File: config.mk
export PLATFORM = sky130hd
export DESIGN_NAME = ds_stream_gen
export DESIGN_NICKNAME = d
export VERILOG_FILES = /design/src/rtl/ds_pkg.sv /design/src/rtl/ds_lfsr.sv /design/src/rtl/ds_stream_gen.sv
export SDC_FILE = /design/constraint.sdc
export NUM_CORES = 1
export LEC_CHECK = 0
export CAP_MARGIN = 25
export CORE_UTILIZATION = 55
export CTS_CLUSTER_SIZE = 10
export DETAILED_ROUTE_END_ITERATION = 10
export PLACE_DENSITY = 0.79
export SYNTH_ARGS = -nofsm -noshare
export SYNTH_HDL_FRONTEND = slang
export SYNTH_SLANG_ARGS = --single-unit
export TNS_END_PERCENT = 5
File: constraint.sdc
create_clock -name clk -period 2.9 [get_ports clk]
set_input_delay 0.435 -clock clk [delete_from_list [all_inputs] [get_ports clk]]
set_output_delay 0.435 -clock clk [all_outputs]
set_load 0.005 [all_outputs]
File: src/rtl/ds_pkg.sv
// Shared types and helpers for the digital-to-stochastic stream generator:
// FSM states, maximal-length LFSR tap masks (4..16 bits) and a width-aware rotate.
package ds_pkg;

  typedef enum logic {
    IDLE = 1'b0,
    RUN  = 1'b1
  } ds_state_e;

  // Bit (t-1) is set for every tap t of a primitive polynomial of degree precision.
  function automatic logic [15:0] lfsr_taps(input int unsigned precision);
    case (precision)
      4:       return 16'h000C;
      5:       return 16'h0014;
      6:       return 16'h0030;
      7:       return 16'h0060;
      8:       return 16'h00B8;
      9:       return 16'h0110;
      10:      return 16'h0240;
      11:      return 16'h0500;
      12:      return 16'h0829;
      13:      return 16'h100D;
      14:      return 16'h2015;
      15:      return 16'h6000;
      16:      return 16'hD008;
      default: return 16'h0000;
    endcase
  endfunction

  function automatic logic [15:0] rotl(input logic [15:0] value, input int unsigned amount,
                                       input int unsigned width);
    logic [15:0] result;
    result = '0;
    for (int i = 0; i < 16; i++) begin
      if (i < width) begin
        result[4'((i + amount) % width)] = value[4'(i)];
      end
    end
    return result;
  endfunction

endpackage

File: src/rtl/ds_lfsr.sv
// Fibonacci maximal-length LFSR; advances one state per cycle while step is high.
// A zero seed would lock the register, so it is replaced by 1.
module ds_lfsr
  import ds_pkg::*;
#(
  parameter int unsigned PRECISION = 8,
  parameter int unsigned SEED      = 1
) (
  input  logic                 clk,
  input  logic                 rst,
  input  logic                 step,
  output logic [PRECISION-1:0] value
);

  localparam logic [15:0]          TAPS_FULL = lfsr_taps(PRECISION);
  localparam logic [PRECISION-1:0] TAPS      = TAPS_FULL[PRECISION-1:0];
  localparam logic [PRECISION-1:0] SEED_BITS = SEED[PRECISION-1:0];
  localparam logic [PRECISION-1:0] INIT      = (SEED_BITS == '0) ? PRECISION'(1) : SEED_BITS;

  logic [PRECISION-1:0] lfsr_q;
  logic [PRECISION-1:0] lfsr_d;

  always_comb begin
    lfsr_d = lfsr_q;
    if (step) begin
      lfsr_d = {lfsr_q[PRECISION-2:0], ^(lfsr_q & TAPS)};
    end
  end

  always_ff @(posedge clk) begin
    if (rst) begin
      lfsr_q <= INIT;
    end else begin
      lfsr_q <= lfsr_d;
    end
  end

  assign value = lfsr_q;

endmodule

File: src/rtl/ds_stream_gen.sv
// Multi-channel digital-to-stochastic stream generator with valid/ready on both sides.
// Optional macro DS_BIPOLAR_EN adds a 'bipolar' input selecting offset-binary comparison.
module ds_stream_gen
  import ds_pkg::*;
#(
  parameter int unsigned PRECISION  = 8,
  parameter int unsigned CHANNELS   = 4,
  parameter int unsigned STREAM_LEN = 256,
  parameter int unsigned SEED       = 1
) (
  input  logic                          clk,
  input  logic                          rst,
  input  logic [CHANNELS*PRECISION-1:0] in_data,
  input  logic                          in_valid,
`ifdef DS_BIPOLAR_EN
  input  logic                          bipolar,
`endif
  output logic                          in_ready,
  output logic [CHANNELS-1:0]           out_bits,
  output logic                          out_valid,
  input  logic                          out_ready,
  output logic                          out_last,
  output logic                          busy
);

  localparam int unsigned          CNT_W    = $clog2(STREAM_LEN + 1);
  localparam logic [CNT_W-1:0]     LAST_CNT = CNT_W'(STREAM_LEN - 1);
  localparam logic [PRECISION-1:0] MSB_MASK = {1'b1, {(PRECISION-1){1'b0}}};

  ds_state_e                     state_q, state_d;
  logic [CNT_W-1:0]              cnt_q, cnt_d;
  logic [CHANNELS*PRECISION-1:0] val_q, val_d;
  logic [PRECISION-1:0]          lfsr_value;
  logic [PRECISION-1:0]          bip_mask;
  logic                          running;
  logic                          beat_xfer;
  logic                          accept;

  ds_lfsr #(
    .PRECISION(PRECISION),
    .SEED     (SEED)
  ) u_lfsr (
    .clk  (clk),
    .rst  (rst),
    .step (beat_xfer),
    .value(lfsr_value)
  );

  always_comb begin
    state_d   = state_q;
    cnt_d     = cnt_q;
    val_d     = val_q;
    running   = (state_q == RUN);
    out_valid = running;
    busy      = running;
    out_last  = running && (cnt_q == LAST_CNT);
    beat_xfer = out_valid && out_ready;
    in_ready  = !running || (beat_xfer && out_last);
    accept    = in_valid && in_ready;
    if (beat_xfer) begin
      cnt_d = cnt_q + CNT_W'(1);
      if (out_last) begin
        state_d = IDLE;
      end
    end
    // A new vector on the final beat overrides the return to IDLE.
    if (accept) begin
      state_d = RUN;
      cnt_d   = '0;
      val_d   = in_data;
    end
  end

  always_ff @(posedge clk) begin
    if (rst) begin
      state_q <= IDLE;
      cnt_q   <= '0;
      val_q   <= '0;
    end else begin
      state_q <= state_d;
      cnt_q   <= cnt_d;
      val_q   <= val_d;
    end
  end

`ifdef DS_BIPOLAR_EN
  logic bip_q, bip_d;

  always_comb begin
    bip_d = bip_q;
    if (accept) begin
      bip_d = bipolar;
    end
  end

  always_ff @(posedge clk) begin
    if (rst) begin
      bip_q <= 1'b0;
    end else begin
      bip_q <= bip_d;
    end
  end

  assign bip_mask = bip_q ? MSB_MASK : '0;
`else
  assign bip_mask = '0;
`endif

  for (genvar c = 0; c < CHANNELS; c++) begin : g_ch
    logic [15:0]          rot_full;
    logic [PRECISION-1:0] thr;
    assign rot_full    = rotl(16'(lfsr_value), c % PRECISION, PRECISION);
    assign thr         = val_q[c*PRECISION +: PRECISION] ^ bip_mask;
    assign out_bits[c] = running && (rot_full < 16'(thr));
  end

endmodule

==> results of run 1 <==
[per-layer routing]
layer | vias to the layer above | share of wire (%)
li1 | 1224 | -
met1 | 1080 | 48
met2 | 39 | 48
met3 | 6 | 2.7
met4 | 0 | 1.2
met5 | - | 0
[report_power, final]
part | leakage, nW | internal [mW] | total, mW | switching, mW
clock | 0.0472 | 0.192 | 0.421 | 0.229
sequential | 0.408 | 0.716 | 0.736 | 0.0204
combinational | 0.737 | 0.120 | 0.230 | 0.111
total | 1.19 | 1.03 | 1.39 | 0.360
[worst max path at each step]
stage	from	to
final	u_lfsr.value[0]$_SDFFE_PP1P_	out_bits[3]
after global routing	u_lfsr.value[3]$_SDFFE_PP0P_	out_bits[0]
after CTS	u_lfsr.value[0]$_SDFFE_PP1P_	out_bits[3]
after detailed placement	u_lfsr.value[0]$_SDFFE_PP1P_	out_bits[3]
after global placement	u_lfsr.value[3]$_SDFFE_PP0P_	out_bits[0]
after floorplan	u_lfsr.value[3]$_SDFFE_PP0P_	out_bits[0]
[registers in the layout, summed over array words and instances (netlist names)]
| signal | count |
|---|---|
| busy | 1 |
| cnt_q | 9 |
| u_lfsr.value | 8 |
| val_q | 32 |
[metrics by stage]
stage	power (mW)	setup slack, ns	util, %	hold slack, ns	cells
finish	1.39	0.129	68.5	0.478	431
global route	1.45	0.0442	68.5	0.501	431
CTS	1.40	0.131	68.5	0.481	431
detailed placement	0.983	0.467	66.4	0.468	423
global placement	0.978	0.522	66.4	0.462	423
floorplan	0.884	1.15	-	0.449	330
[cell usage after synthesis, types with 2 or more instances]
master    count
dfxtp_1      50
a21oi_1      48
o21ai_0      39
inv_1        34
nand3_1      34
ha_1         30
nand2_1      22
clkbuf_1     10
buf_2         5
xnor2_1       5
a211oi_1      4
buf_1         4
nor2_1        4
or3_1         4
a21o_1        3
a221oi_1      3
nor3_1        3
nor3b_1       3
o2111a_1      3
o211ai_1      3
or2b_1        3
buf_4         2
nand4_2       2
[layout make-up]
type	instances	area [um2]	area share (%)
Inverter	35	131	4.06
Clock buffer	6	82.6	2.55
Tap cell	67	83.8	2.59
Multi-Input combinational cell	224	1460	45.2
Clock inverter	2	12.5	0.387
Sequential cell	50	1000	31.0
Timing Repair Buffer	47	460	14.2
[cells by family after synthesis]
family / after synthesis / synth area share [%]
compound gates: 109 / 23.5
buf+inv: 56 / 8.34
flops: 50 / 37.3
fa+ha+maj: 30 / 14.0
simple gates: 80 / 15.3
xor+xnor: 5 / 1.63
[worst max-delay path, stage by stage, from the launching register on]
cell and delay, ns:
dfxtp_1 0.47, ha_1 0.30, a211oi_1 0.23, o21ai_0 0.11
a221oi_1 0.35, clkdlybuf4s50_1 0.56
[placed cells by master (no fill, tap or decap), drive strengths merged, types with 5 or more instances in the layout]
cell type / synthesis / final
a21oi: 48 / 48
clkbuf: 10 / 6
clkdlybuf4s50: 0 / 43
dfxtp: 50 / 50
ha: 30 / 30
inv: 35 / 35
nand2: 22 / 22
nand3: 34 / 34
o21ai: 40 / 40
xnor2: 5 / 5
==> results.py, run 1 <==
metrics = {
    "placed_design": {
        "place_area_um2": 3140,
        "portBuffers": 43,
        "place_congestion": 0.820,
        "post-dp-hpwl_um": 3940,
    },
    "drt": {
        "drc": 0,
        "routed_wl_um": 5640,
        "vias": 2349,
        "viasPerCell": 5.45,
        "ant_nets": 0,
        "wl_per_cell_um": 13.1,
        "drtIter0Drc": 105,
        "drt-pass1-iter-count": 4,
    },
    "yosys": {
        "syn_avg_cell_area_um2": 8.14,
        "yosysWarnings": 0,
        "synth_cells": 330,
        "synth_edf_count": 0,
        "synthTopCellsByArea": "dfxtp_1 37%, ha_1 14%, a21oi_1 8.9%",
        "seq_area_frac_synth_pct": 37.3,
        "yosys.area.top_type": "dfxtp_1",
        "async_reset_ff_share_pct": 0,
        "syn_area_um2": 2690,
        "synth_cell_type_count": 35,
        "syn_nets": 396,
        "ys_seq_elements": 50,
        "synth_flop_cell": "dfxtp_1",
        "synth_top_area_share_pct": 37.3,
    },
    "grt": {
        "antenna_found_initial": 0,
        "grt-busiest-layer": "met2",
        "gr-usage-all-layers_pct": 24.1,
        "gr-usage-met1_pct": 29.4,
        "grt_use_met3_pct": 4.22,
        "met2_usage_pct": 43.1,
        "grt_max_degree": 43,
        "overflow": 0,
        "grt_pass1_wl_um": 9810,
        "grt_pass1_vias": 2233,
    },
    "clocking": {
        "hold_buffers": 0,
        "cts_sinks": 50,
        "cts_setup_buffers": 0,
        "path_clk_slew_ns": 0.09,
        "clockBufferDepth": 2,
        "cts_resized": 0,
        "clk_latency_ns": 0.30,
        "cts_made_buffers": 5,
        "tritoncts": "built",
        "htree_levels": 2,
        "clockRootBuffer": "clkbuf_8",
    },
    "job": {
        "maxCapViolCount": 0,
    },
    "final_layout": {
        "drive_gt1_share_pct": 4.67,
        "fillers": 396,
        "area.growth.synth_to_final_pct": 20.4,
        "stdcell_area_um2": 3230,
        "final_net_count": 429,
        "diodes": 0,
    },
    "worst_setup_path": {
        "cp.arrival_ns": 2.34,
        "r2r_end": "cnt_q[8]$_SDFFE_PP0P_",
        "crit_fanout": 6,
        "r2r_slack_ns": 0.96,
        "critical_path.startpoint_type": "flop",
        "worst_setup_path_end_kind": "primary output",
        "path_class": "reg2out",
        "worstPathRequired_ns": 2.47,
        "r2r_start": "cnt_q[0]$_SDFFE_PP0P_",
        "reg2regPathDepth": 8,
    },
    "timing": {
        "setup_tns_ns": 0,
        "period_share_pct": 95.6,
        "rsz0062_at_grt": "false",
        "fmax_mhz": 361,
        "setup_viol": 0,
        "hold_viol_final": 0,
        "relSlewSlack_pct": 40.3,
        "layout_min_cycle_time_ns": 2.77,
        "finalMaxSlewViolations": 0,
        "tightest_slew_ns": 0.895,
        "clock-skew-final_ns": 0.00570,
    },
    "die": {
        "coreArea_um2": 4720,
        "rows": 25,
        "start_util_pct": 56.9,
        "die_w_um": 71.9,
        "dieArea_um2": 5170,
        "ioPinCount": 44,
        "die_h_um": 71.9,
    },
    "min_path": {
        "min-delay-start": "val_q[8]$_SDFFE_PP0P_",
        "min_to": "val_q[8]$_SDFFE_PP0P_",
        "min_path_type": "reg2reg",
        "whs_path_depth": 2,
    },
    "power_and_ir_drop": {
        "power_density_nw_per_um2": 429,
        "ir_drop_v": 0.000284,
        "p_leak_nw": 1.19,
    },
    "outcome": {
        "status": "complete, no violations",
    },
}
No activity file was read; power rests on OpenSTA's default activity.
==> run 2: changes to the inputs <==
--- a/config.mk
+++ b/config.mk
@@ -6,10 +6,10 @@
 export NUM_CORES = 1
 export LEC_CHECK = 0
 export CAP_MARGIN = 25
-export CORE_UTILIZATION = 55
+export CORE_UTILIZATION = 48
 export CTS_CLUSTER_SIZE = 10
 export DETAILED_ROUTE_END_ITERATION = 10
-export PLACE_DENSITY = 0.79
+export PLACE_DENSITY = 0.73
 export SYNTH_ARGS = -nofsm -noshare
 export SYNTH_HDL_FRONTEND = slang
 export SYNTH_SLANG_ARGS = --single-unit
==> constraint.sdc (replaced) <==
create_clock -name clk -period 2.35 [get_ports clk]
set_input_delay 0.3525 -clock clk [delete_from_list [all_inputs] [get_ports clk]]
set_output_delay 0.3525 -clock clk [all_outputs]
set_load 0.005 [all_outputs]
==> run 2 against run 1 <==
Compared with the run above:
- count of clock-buffer cells in the layout up 2
- wire length up 8.1%
- first-iteration DRC count is 3.8% higher
- critical path depth is 1 higher
- sequential power up 23%
- register-to-register slack got worse by 0.48 ns
- critical path type unchanged
- largest cell class unchanged
==> results.py, run 2 (synthesized netlist as in run 1, its figures left out) <==
metrics = {
    "worst_setup_path": {
        "cp.arrival_ns": 1.90,
        "crit_fanout": 2,
        "worst_setup_path_end_kind": "primary output",
        "critical_path.startpoint_type": "flop",
        "cpPeakStageDelay_ns": 0.33,
        "worstPathRequired_ns": 2.00,
        "worstPathCellList": "inv_1 > ha_1 > a211oi_2 > o21ai_1 > a221oi_2 > dlygate4sd2_1",
        "cpMaxStageDelayCell": "dfxtp_1",
        "path_class": "reg2out",
    },
    "clocking": {
        "clockBufferDepth": 2,
        "path_clk_slew_ns": 0.09,
        "hold_buffers": 0,
        "cts_sinks": 50,
        "cts_made_buffers": 5,
        "htree_levels": 2,
        "clockRootBuffer": "clkbuf_8",
        "clk_latency_ns": 0.30,
        "cts_setup_buffers": 0,
        "tritoncts": "built",
    },
    "final_layout": {
        "seq_area_um2": 1010,
        "area.growth.synth_to_final_pct": 24.9,
        "multi_input_area_um2": 1490,
        "diodes": 0,
        "mostFrequentLayoutCell": "a21oi_1",
        "top_register": "val_q",
        "utilization_pct": 64.0,
        "final_net_count": 439,
        "mostFrequentLayoutCells": "48 x a21oi_1, 43 x dfxtp_1, 39 x clkdlybuf4s50_1",
        "drive_gt1_share_pct": 11.0,
        "largest_register_ffs": 32,
        "fillers": 465,
    },
    "grt": {
        "grt_max_degree": 34,
        "grt_pass1_wl_um": 10400,
        "overflow": 0,
        "gr-usage-all-layers_pct": 22.0,
        "antenna_found_initial": 0,
        "grt_pass1_vias": 2271,
    },
    "timing": {
        "layout_min_cycle_time_ns": 2.25,
        "period_share_pct": 95.9,
        "finalMaxSlewViolations": 0,
        "hold_slack_ns": 0.479,
        "setup_tns_ns": 0,
        "setup_slack_ns": 0.0965,
        "setup_viol": 0,
        "tightest_slew_ns": 0.391,
        "clock-skew-final_ns": 0.00217,
        "rsz0062_at_grt": "true",
        "fmax_mhz": 444,
        "relSlewSlack_pct": 74.0,
        "hold_viol_final": 0,
    },
    "die": {
        "start_util_pct": 51.3,
        "ioPinCount": 44,
        "rows": 26,
        "coreArea_um2": 5240,
        "dieArea_um2": 5900,
        "die_h_um": 76.8,
        "die_w_um": 76.8,
    },
    "drt": {
        "wl_per_cell_um": 13.7,
        "vias": 2437,
        "ant_nets": 0,
        "drtIter0Drc": 109,
        "drt-pass1-iter-count": 4,
        "drc": 0,
        "routed_wl_um": 6090,
        "viasPerCell": 5.49,
    },
    "job": {
        "maxCapViolCount": 0,
    },
    "power_and_ir_drop": {
        "finalPower_mw": 1.79,
        "power_density_nw_per_um2": 533,
        "ir_drop_v": 0.000287,
        "p_leak_nw": 1.27,
    },
    "placed_design": {
        "place_ws_ns": 0.0848,
        "post-dp-hpwl_um": 4350,
        "portBuffers": 43,
        "place_congestion": 0.944,
    },
    "min_path": {
        "min_path_type": "reg2reg",
    },
    "outcome": {
        "status": "complete, no violations",
    },
}
[run 2: cell count changes in the layout (fill, tap and decap cells not counted), sizes merged]
cell,delta
clkdlybuf4s50,-4
buf,+10
dlygate4sd2,+3
clkinvlp,-1
clkbuf,+3
clkinv,-1
[run 2: what timing repair did]
| item | 4_1_cts | 5_1_grt |
|---|---|---|
| hold endpoints to repair | 0 | 0 |
| gates resized for setup | 5 | 15 |
| endpoints found under the setup margin | 4 | 5 |
| pin swaps | 3 | 2 |
[run 2: critical path, delay by kind of cell (launching register included)]
| family | cells | cell delay (ns) |
|---|---|---|
| AO/OA/AOI/OAI | 3 | 0.64 |
| flip-flops | 1 | 0.33 |
| adder cells (fa/ha/maj) | 1 | 0.32 |
| buffers and inverters | 2 | 0.30 |
[run 2: worst paths after layout]
check | start | end | slack, ns | cells after the start
min | val_q[27]$_SDFFE_PP0P_ | val_q[27]$_SDFFE_PP0P_ | 0.48 | 2
max reg2reg | cnt_q[0]$_SDFFE_PP0P_ | cnt_q[8]$_SDFFE_PP0P_ | 0.48 | 8
min reg2reg | val_q[27]$_SDFFE_PP0P_ | val_q[27]$_SDFFE_PP0P_ | 0.48 | 2
max | val_q[11]$_SDFFE_PP0P_ | out_bits[1] | 0.1 | 6
[run 2: where the power goes]
group	switching [mW]	leakage, nW	total (mW)	internal, mW
sequential	0.0223	0.412	0.906	0.883
clock	0.281	0.0575	0.579	0.298
combinational	0.150	0.801	0.303	0.153
[run 2: cell type report]
type / count / area share (%)
Sequential cell: 50 / 30.1
Multi-Input combinational cell: 224 / 44.4
Tap cell: 70 / 2.61
Inverter: 35 / 3.92
Clock buffer: 8 / 3.28
Timing Repair Buffer: 57 / 15.7
[run 2: through the flow]
stage	instance area, um2	instances
after floorplan	2690	330
after global placement	3220	436
after detailed placement	3220	436
after CTS	3320	444
after global routing	3350	444
final	3350	444
[run 2: per-layer routing]
metal  vias to the layer above  global-route usage [%]  wire length [um]
li1                       1242                       -                 -
met1                      1123                    29.1              2940
met2                        61                    35.2              2740
met3                        11                    4.64               303
met4                         0                    7.69               106
met5                         -                       0                 0
